==> src/rtl/bullcow_input_ctrl_if.sv <==
// rtl/bullcow_input_ctrl_if.sv - guess valid/ready handshake between input front end and game logic
interface bullcow_input_ctrl_if;
  logic        guess_valid;
  logic        guess_ready;
  logic [15:0] guess;

  modport master (
    output guess_valid,
    output guess,
    input  guess_ready
  );

  modport slave (
    input  guess_valid,
    input  guess,
    output guess_ready
  );
endinterface

==> src/rtl/bullcow_input_ctrl.sv <==
// rtl/bullcow_input_ctrl.sv - synchronize/debounce enter, capture and validate a 4-digit guess
module bullcow_input_ctrl #(
  parameter int DEBOUNCE_CYCLES = 1_000_000,
  parameter int SYNC_STAGES     = 2,
  parameter int DECIMAL_ONLY    = 1
) (
  input  logic                        clock,
  input  logic                        reset,
  input  logic                        enter,
  input  logic [15:0]                 SW,
  output logic                        guess_error,
  output logic                        enter_pulse,
  bullcow_input_ctrl_if.master        gbus
);

  localparam int CNT_W = $clog2(DEBOUNCE_CYCLES + 1);
  localparam logic [CNT_W-1:0] CNT_LAST = CNT_W'(DEBOUNCE_CYCLES - 1);

  typedef enum logic [1:0] {
    IDLE  = 2'd0,
    CHECK = 2'd1,
    OFFER = 2'd2
  } state_t;

  state_t state, state_nxt;

  logic [SYNC_STAGES-1:0] enter_sync;
  logic [15:0]            sw_sync [SYNC_STAGES];
  logic                   enter_s;
  logic [15:0]            sw_s;
  logic                   deb;
  logic                   deb_prev;
  logic [CNT_W-1:0]       db_cnt;
  logic [15:0]            guess_q;
  logic                   illegal;
  logic [3:0]             d3, d2, d1, d0;

  assign enter_s = enter_sync[SYNC_STAGES-1];
  assign sw_s    = sw_sync[SYNC_STAGES-1];

  // Multi-flop synchronizers for the button and every switch bit
  always_ff @(posedge clock or negedge reset) begin
    if (!reset) begin
      enter_sync <= '0;
      for (int i = 0; i < SYNC_STAGES; i++) sw_sync[i] <= '0;
    end else begin
      enter_sync <= {enter_sync[SYNC_STAGES-2:0], enter};
      sw_sync[0] <= SW;
      for (int i = 1; i < SYNC_STAGES; i++) sw_sync[i] <= sw_sync[i-1];
    end
  end

  // Debounce: flip only after the synchronized level has disagreed for a full window
  always_ff @(posedge clock or negedge reset) begin
    if (!reset) begin
      deb    <= 1'b0;
      db_cnt <= '0;
    end else if (enter_s != deb) begin
      if (db_cnt == CNT_LAST) begin
        deb    <= ~deb;
        db_cnt <= '0;
      end else begin
        db_cnt <= db_cnt + 1'b1;
      end
    end else begin
      db_cnt <= '0;
    end
  end

  // Registered rising-edge detect of the debounced button
  always_ff @(posedge clock or negedge reset) begin
    if (!reset) begin
      deb_prev    <= 1'b0;
      enter_pulse <= 1'b0;
    end else begin
      deb_prev    <= deb;
      enter_pulse <= deb & ~deb_prev;
    end
  end

  assign d3 = guess_q[15:12];
  assign d2 = guess_q[11:8];
  assign d1 = guess_q[7:4];
  assign d0 = guess_q[3:0];

  // Guess legality: all digits distinct, and decimal when so configured
  always_comb begin
    illegal = 1'b0;
    if ((d3 == d2) || (d3 == d1) || (d3 == d0) ||
        (d2 == d1) || (d2 == d0) || (d1 == d0))
      illegal = 1'b1;
    if ((DECIMAL_ONLY != 0) &&
        ((d3 > 4'd9) || (d2 > 4'd9) || (d1 > 4'd9) || (d0 > 4'd9)))
      illegal = 1'b1;
  end

  // FSM state register
  always_ff @(posedge clock or negedge reset) begin
    if (!reset) state <= IDLE;
    else        state <= state_nxt;
  end

  // FSM next-state: capture on press, judge for one cycle, then hold the offer until taken
  always_comb begin
    state_nxt = state;
    case (state)
      IDLE:    if (enter_pulse) state_nxt = CHECK;
      CHECK:   state_nxt = illegal ? IDLE : OFFER;
      OFFER:   if (gbus.guess_ready) state_nxt = IDLE;
      default: state_nxt = IDLE;
    endcase
  end

  // Guess capture only on an accepted press in IDLE; error pulse on a rejected check
  always_ff @(posedge clock or negedge reset) begin
    if (!reset) begin
      guess_q     <= 16'h0000;
      guess_error <= 1'b0;
    end else begin
      if ((state == IDLE) && enter_pulse) guess_q <= sw_s;
      guess_error <= (state == CHECK) && illegal;
    end
  end

  assign gbus.guess       = guess_q;
  assign gbus.guess_valid = (state == OFFER);

endmodule

==> src/flat_wrapper.sv <==
// flat-port wrapper written by rule: the top's interface ports become plain ports
module bullcow_input_ctrl_flat 
#(
  parameter int DEBOUNCE_CYCLES = 1_000_000,
  parameter int SYNC_STAGES     = 2,
  parameter int DECIMAL_ONLY    = 1
)
  (clock, reset, enter, SW, guess_error, enter_pulse, gbus_guess_valid, gbus_guess, gbus_guess_ready);
  bullcow_input_ctrl_if gbus_i ();
  input  logic clock;
  input  logic reset;
  input  logic enter;
  input  logic [15:0] SW;
  output logic guess_error;
  output logic enter_pulse;
  output wire logic [$bits(gbus_i.guess_valid)-1:0] gbus_guess_valid;
  output wire logic [$bits(gbus_i.guess)-1:0] gbus_guess;
  input wire logic [$bits(gbus_i.guess_ready)-1:0] gbus_guess_ready;
  assign gbus_guess_valid = gbus_i.guess_valid;
  assign gbus_guess = gbus_i.guess;
  assign gbus_i.guess_ready = gbus_guess_ready;
  bullcow_input_ctrl #(.DEBOUNCE_CYCLES(DEBOUNCE_CYCLES), .SYNC_STAGES(SYNC_STAGES), .DECIMAL_ONLY(DECIMAL_ONLY)) u_core (.clock(clock), .reset(reset), .enter(enter), .SW(SW), .guess_error(guess_error), .enter_pulse(enter_pulse), .gbus(gbus_i));
endmodule
==> config.mk <==
export PLATFORM = sky130hd
export DESIGN_NAME = bullcow_input_ctrl_flat
export DESIGN_NICKNAME = d
export VERILOG_FILES = /design/src/rtl/bullcow_input_ctrl_if.sv /design/src/rtl/bullcow_input_ctrl.sv /design/src/flat_wrapper.sv
export SDC_FILE = /design/constraint.sdc
export NUM_CORES = 1
export LEC_CHECK = 0
export CORE_ASPECT_RATIO = 1.4
export CORE_UTILIZATION = 50
export DETAILED_ROUTE_END_ITERATION = 10
export GPL_TIMING_DRIVEN = 0
export PLACE_DENSITY_LB_ADDON = 0.05
export RECOVER_POWER = 50
export REMOVE_ABC_BUFFERS = 1
export SYNTH_ARGS = -nofsm -noshare
export SYNTH_HDL_FRONTEND = slang
export SYNTH_SLANG_ARGS = --single-unit
==> constraint.sdc <==
create_clock -name clock -period 2.58 [get_ports clock]
set_input_delay 0.516 -clock clock [delete_from_list [all_inputs] [get_ports clock]]
set_output_delay 0.516 -clock clock [all_outputs]
set_load 0.02 [all_outputs]
Yosys cells after proc, flatten, opt, wreduce, memory -nomap -nowiden
Cells that the tools add are included.
Widths: inputs -> output; s select.
{ "op_classes": {"n_addsub": 1, "mul": 0, "div": 0, "n_lt_le_gt_ge": 4, "eq_ne": 12, "shift": 0, "n_mux": 8, "bitwise_logic": 3, "reduce_logical": 13} }
{ "op_table": {"columns": ["operator", "count"], "rows": [
  ["$mux 20", 2],
  ["$eq 4x4->1", 6],
  ["$add 20x1->20 const B", 1],
  ["$eq 20x20->1 const B", 1],
  ["$gt 4x4->1 const B", 4],
  ["$logic_or 1x1->1", 8],
  ["$mux 2", 3],
  ["$pmux 2 s3", 1],
  ["$ne 2x1->1 const B", 2],
  ["$reduce_and 2->1", 2],
  ["$eq 2x1->1 const B", 1],
  ["$eq 2x2->1 const B", 1],
  ["$logic_and 1x1->1", 2],
  ["$logic_not 2->1", 1],
  ["$mux 1", 2],
  ["$not 1->1", 2],
  ["$and 1x1->1", 1],
  ["$ne 1x1->1", 1]
]} }
{ "word_totals": {"ff_bits": 76, "latchBits": 0, "mem_bits_rw": 0, "rom_bits": 0, "in_bits": 20, "out_inout_bits": 19, "memories": 0} }

Logic depth before layout (Yosys ltp)
{ "depth": {"word_depth": 10, "mapped_depth": 6, "depth_no_buf": 5} }

Least setup slack after synthesis
OpenSTA, ideal clock, no wires.
{ "synth_timing": {"kind": "reg-to-reg", "from": "reg u_core.db_cnt[0]", "to": "reg u_core.db_cnt[18]", "arrival_ps": 1913, "required_ps": 2507, "path_slack_ps": 593, "stages_incl_launch_ff": 7, "n_path_buf": 1, "synth_period_minus_slack_ps": 1987, "path_cell_list": "dfrtp_1 > ha_1 > nand2_1 > or4_1 > buf_2 > or4_4 > a21oi_2"} }
{ "synth_between": {"elab_chain_cells": 3} }
{ "synth_lines": {"columns": ["element", "line_no", "text"], "rows": [
  ["start, declared", "bullcow_input_ctrl.sv:33", "logic [CNT_W-1:0] db_cnt;"],
  ["start signal, assigned", "bullcow_input_ctrl.sv:63", "db_cnt <= db_cnt + 1'b1;"],
  ["$add 20x1->20 / $eq 20x20->1 (equally long branches)", "bullcow_input_ctrl.sv:63, bullcow_input_ctrl.sv:59", null],
  ["$mux 20 (*)", "bullcow_input_ctrl.sv:59", "if (db_cnt == CNT_LAST) begin"],
  ["$mux 20 (*)", "bullcow_input_ctrl.sv:58", "end else if (enter_s != deb) begin"]
]} }
Every way passes the cells marked *; elsewhere a longest branch is shown, timed or not.
A chain may end at the register's enable or synchronous reset.

Worst setup path in the final report
{ "layout_timing": {"from": "reg u_core.db_cnt[12]", "to": "reg u_core.db_cnt[8]"} }
{ "layout_between": {"elab_chain_cells": 3} }
{ "layout_lines": {"columns": ["element", "line_no"], "rows": [
  ["$eq 20x20->1", "bullcow_input_ctrl.sv:59"],
  ["$mux 20", "bullcow_input_ctrl.sv:59"],
  ["$mux 20", "bullcow_input_ctrl.sv:58"]
]} }
Every way passes these cells.

==> results.toml <==
[placed_design]
dp.final_hpwl_mm = 3.49
count_of_buffers_inserted_at_the_top_level_ports = 38
place.gp.congestion = 0.755

[clocking]
hold_buffers = 0
clock_tree.buffer_depth = 2
htreeDepth = 3
cts_tree = "built"
cts_buffers = 9
clk_pin_slew_worst_paths_ns = 0.08
clk_latency_ns = 0.34
clkSinkCount = 76
cts.root.buffer_cell = "sky130_fd_sc_hd__clkbuf_8"

[timing]
transition_time_at_the_pin_with_the_least_slew_margin_ns = 1.28
rsz0062_at_grt = "no"
timing_max_transition_violations_final = 0
post-route-period-util_pct = 88.4
final_hold_viol_count = 0
fin_crit_ns = 2.28
worst_slew_margin_rel_pct = 14.6
fin_skew_ns = 0.00546
final_setup_violation_count = 0
maximum_frequency_from_static_timing_analysis_mhz = 439

[pwr]
sequential_share_of_power_pct = 52.2
power.switching_fraction_pct = 19.9
internal_power_uw = 1890
power-per-cell-area_nw_per_um2 = 642
clkPwrFrac_pct = 44.9
power.net_switching_uw = 469
combPwrFrac_pct = 2.8
irDropWorstVdd_mv = 0.406
leak_pwr_uw = 0.00167
power_uw = 2360

[layout]
layout.filler_cells = 446
finalCoreUtilization_pct = 65.6
nets = 294
post_route_cells_drive_above_1_share_pct = 15.5
multi_input_combinational_cell_area_um2 = 1020
seqCellArea_um2 = 1900
area.growth.synth_to_final_pct = 23.9
diodes = 0

[die]
floorplan.die.height_um = 93.2
initial_utilization_pct = 52.9
die_width_um = 67.1
i_o_pin_cnt = 39
core_um2 = 5610
placement_rows = 32
fp.dieArea_um2 = 6250

[logic_synthesis]
ys.flop_type = "sky130_fd_sc_hd__dfrtp_1"
synth_enable_flop_cells = 0
synth_cells = 229
async_flop_share_pct = 100
synthesis.yosys.warnings = 0
synth-seq-cells = 76
syn-cell-area_um2 = 2970
synth_cell_types = 32
syn_avg_cell_area_um2 = 13.0
seq_area_frac_synth_pct = 64.1

[setup_path]
cpLargestDelayFamily = "simple AND/OR/NAND/NOR gates"
worstSetupEndpointType = "flop"
start_kind = "flop"
cpMostUsedCell = "sky130_fd_sc_hd__or4_1"
critical_path.cell_chain = "or4_1, or4_1, o21ai_4, nor2_1"
worst_ep_arrival_time_ns = 2.49
worst_ep_required_time_ns = 2.79
worst_path_max_delay_cell = "sky130_fd_sc_hd__or4_1"
cp_slowest_stage_delay_ns = 0.59
path_buf_inv = 0
path_max_fanout = 20
reg2reg_depth = 4
crit-reg2reg-launch = "u_core.db_cnt[12]"
regToRegSetupSlack_ns = 0.30
r2r-end = "u_core.db_cnt[8]"
path_class = "flop to flop"

[grt]
groute.usage.overall_pct = 19.7
grt_first_pass_wirelength_mm = 8.73
maximum_number_of_pins_on_one_net_before_global_route_repair = 59
initial_antenna_violation_count = 0
globalRoute.totalOverflow = 0
grt_pass1_vias = 1839

[detailed_routing]
detail_route.wl_per_cell_um = 14.7
m1WireLength_mm = 2.13
route.met3.wl_um = 195
route.met2.wl_mm = 2.60
drtIter0Drc = 78
avgViaCountPerCell = 5.24
num_vias = 1809
detail_route.drc_violations = 0
highest_layer = "met4"
antenna_left = 0
drt_pass_1_iters = 4
finalWirelength_mm = 5.06

[run_status]
run_status = "complete, no violations"

[job]
cap_violations = 0

[hold_path]
hold_class = "primary input to async pin"
==> placed cells by master (no fill, tap or decap), types with 5 or more instances in the layout <==
cell and count:
sky130_fd_sc_hd__clkdlybuf4s50_1 30, sky130_fd_sc_hd__mux2_2 17, sky130_fd_sc_hd__dfrtp_1 76, sky130_fd_sc_hd__inv_1 8, sky130_fd_sc_hd__dlygate4sd3_1 7, sky130_fd_sc_hd__nand4_1 5, sky130_fd_sc_hd__xnor2_1 14, sky130_fd_sc_hd__or4_1 7
sky130_fd_sc_hd__nand2_1 5, sky130_fd_sc_hd__nor2_1 15, sky130_fd_sc_hd__nand3_1 8, sky130_fd_sc_hd__o21ai_0 9, sky130_fd_sc_hd__clkbuf_8 9, sky130_fd_sc_hd__a21oi_1 7, sky130_fd_sc_hd__xor2_1 21, sky130_fd_sc_hd__nor4_1 6
==> metrics by stage <==
step | setup slack [ns] | setup TNS (ns) | cell area, um2 | cells | hold WS (ns)
floorplan | 0.153 | 0 | 2940 | 223 | 0.220
global placement | -1.51 | -121.54 | 3410 | 329 | 0.332
detailed placement | 0.0559 | 0 | 3430 | 330 | 0.335
CTS | 0.0541 | 0 | 3670 | 345 | 0.0256
global route | 0.166 | 0 | 3680 | 345 | 0.355
finish | 0.300 | 0 | 3680 | 345 | 0.347
==> layer usage <==
metal	vias to the layer above	track usage [%]
met3	11	5.61
met1	882	24.1
met5	-	0
met2	38	31.2
met4	0	10.1
li1	878	-
==> Yosys cell counts (4+ instances only) <==
library cell / number / area share (%)
sky130_fd_sc_hd__dfrtp_1: 76 / 64
sky130_fd_sc_hd__o21ai_0: 9 / 1.5
sky130_fd_sc_hd__nand4_1: 5 / 1.1
sky130_fd_sc_hd__inv_1: 8 / 1.0
sky130_fd_sc_hd__nor4_1: 6 / 1.3
sky130_fd_sc_hd__xor2_1: 21 / 6.2
sky130_fd_sc_hd__xnor2_1: 14 / 4.1
sky130_fd_sc_hd__a21oi_1: 7 / 1.2
sky130_fd_sc_hd__buf_2: 4 / 0.67
sky130_fd_sc_hd__or4_1: 7 / 1.8
sky130_fd_sc_hd__nand2_1: 5 / 0.63
sky130_fd_sc_hd__nor2_1: 15 / 1.9
sky130_fd_sc_hd__nand3_1: 8 / 1.3
sky130_fd_sc_hd__mux2_2: 17 / 6.5
==> sequential cells by signal (all words and copies together) (netlist names) <==
| register | cells |
|---|---|
| u_core.enter_pulse | 1 |
| u_core.gbus.guess | 16 |
| u_core.state | 2 |
| u_core.deb | 1 |
| u_core.db_cnt | 20 |
| u_core.enter_sync | 2 |
| u_core.sw_s | 16 |
| u_core.deb_prev | 1 |
| u_core.guess_error | 1 |
| u_core.sw_sync | 16 |
==> area by class of cell <==
class                           count  share of cell area (%)
Multi-Input combinational cell    139                    27.7
Inverter                            8                   0.817
Clock inverter                      6                    3.10
Timing Repair Buffer               39                    10.9
Clock buffer                        9                    3.37
Tap cell                           68                    2.31
Sequential cell                    76                    51.7
==> power groups by stage <==
stage,clock network [uW],registers (uW),logic (uW)
CTS,1090,1230,71.6
detailed placement,0,1260,71.5
global route,1140,1240,76.5
finish,1060,1230,66.8
global placement,0,1250,65.6
floorplan,0,1250,10.7
==> kinds of logic (layout without fill, tap and decap cells) <==
family / Yosys count / after routing / synth area share [%]
AO/OA/AOI/OAI: 23 / 23 / 4.51
XOR/XNOR: 35 / 35 / 10.3
adder cells (fa/ha/maj): 1 / 1 / 0.422
buffers and inverters: 14 / 62 / 1.94
flip-flops: 76 / 76 / 64.1
multiplexers: 17 / 17 / 6.45
AND/OR/NAND/NOR: 63 / 63 / 12.3
==> timing repair <==
item / 4_1_cts / 5_1_grt
setup buffers: 0 / 0
gates resized for setup: 0 / 1
setup endpoints to repair: 0 / 15
hold endpoints to repair: 0 / 0
==> worst max-delay path by stage <==
stage                       from                end  slack, ns  cells past startpoint
3_3_place_gp               reset     u_core.sw_s[8]      -1.51                      1
2_1_floorplan  u_core.db_cnt[12]  u_core.db_cnt[10]       0.15                      4
5_1_grt        u_core.db_cnt[12]   u_core.db_cnt[5]       0.17                      4
6_report       u_core.db_cnt[12]   u_core.db_cnt[8]       0.30                      4
3_5_place_dp   u_core.db_cnt[12]   u_core.db_cnt[8]       0.06                      4
4_1_cts        u_core.db_cnt[12]   u_core.db_cnt[8]       0.05                      4
(Power assumes the default switching activity.)
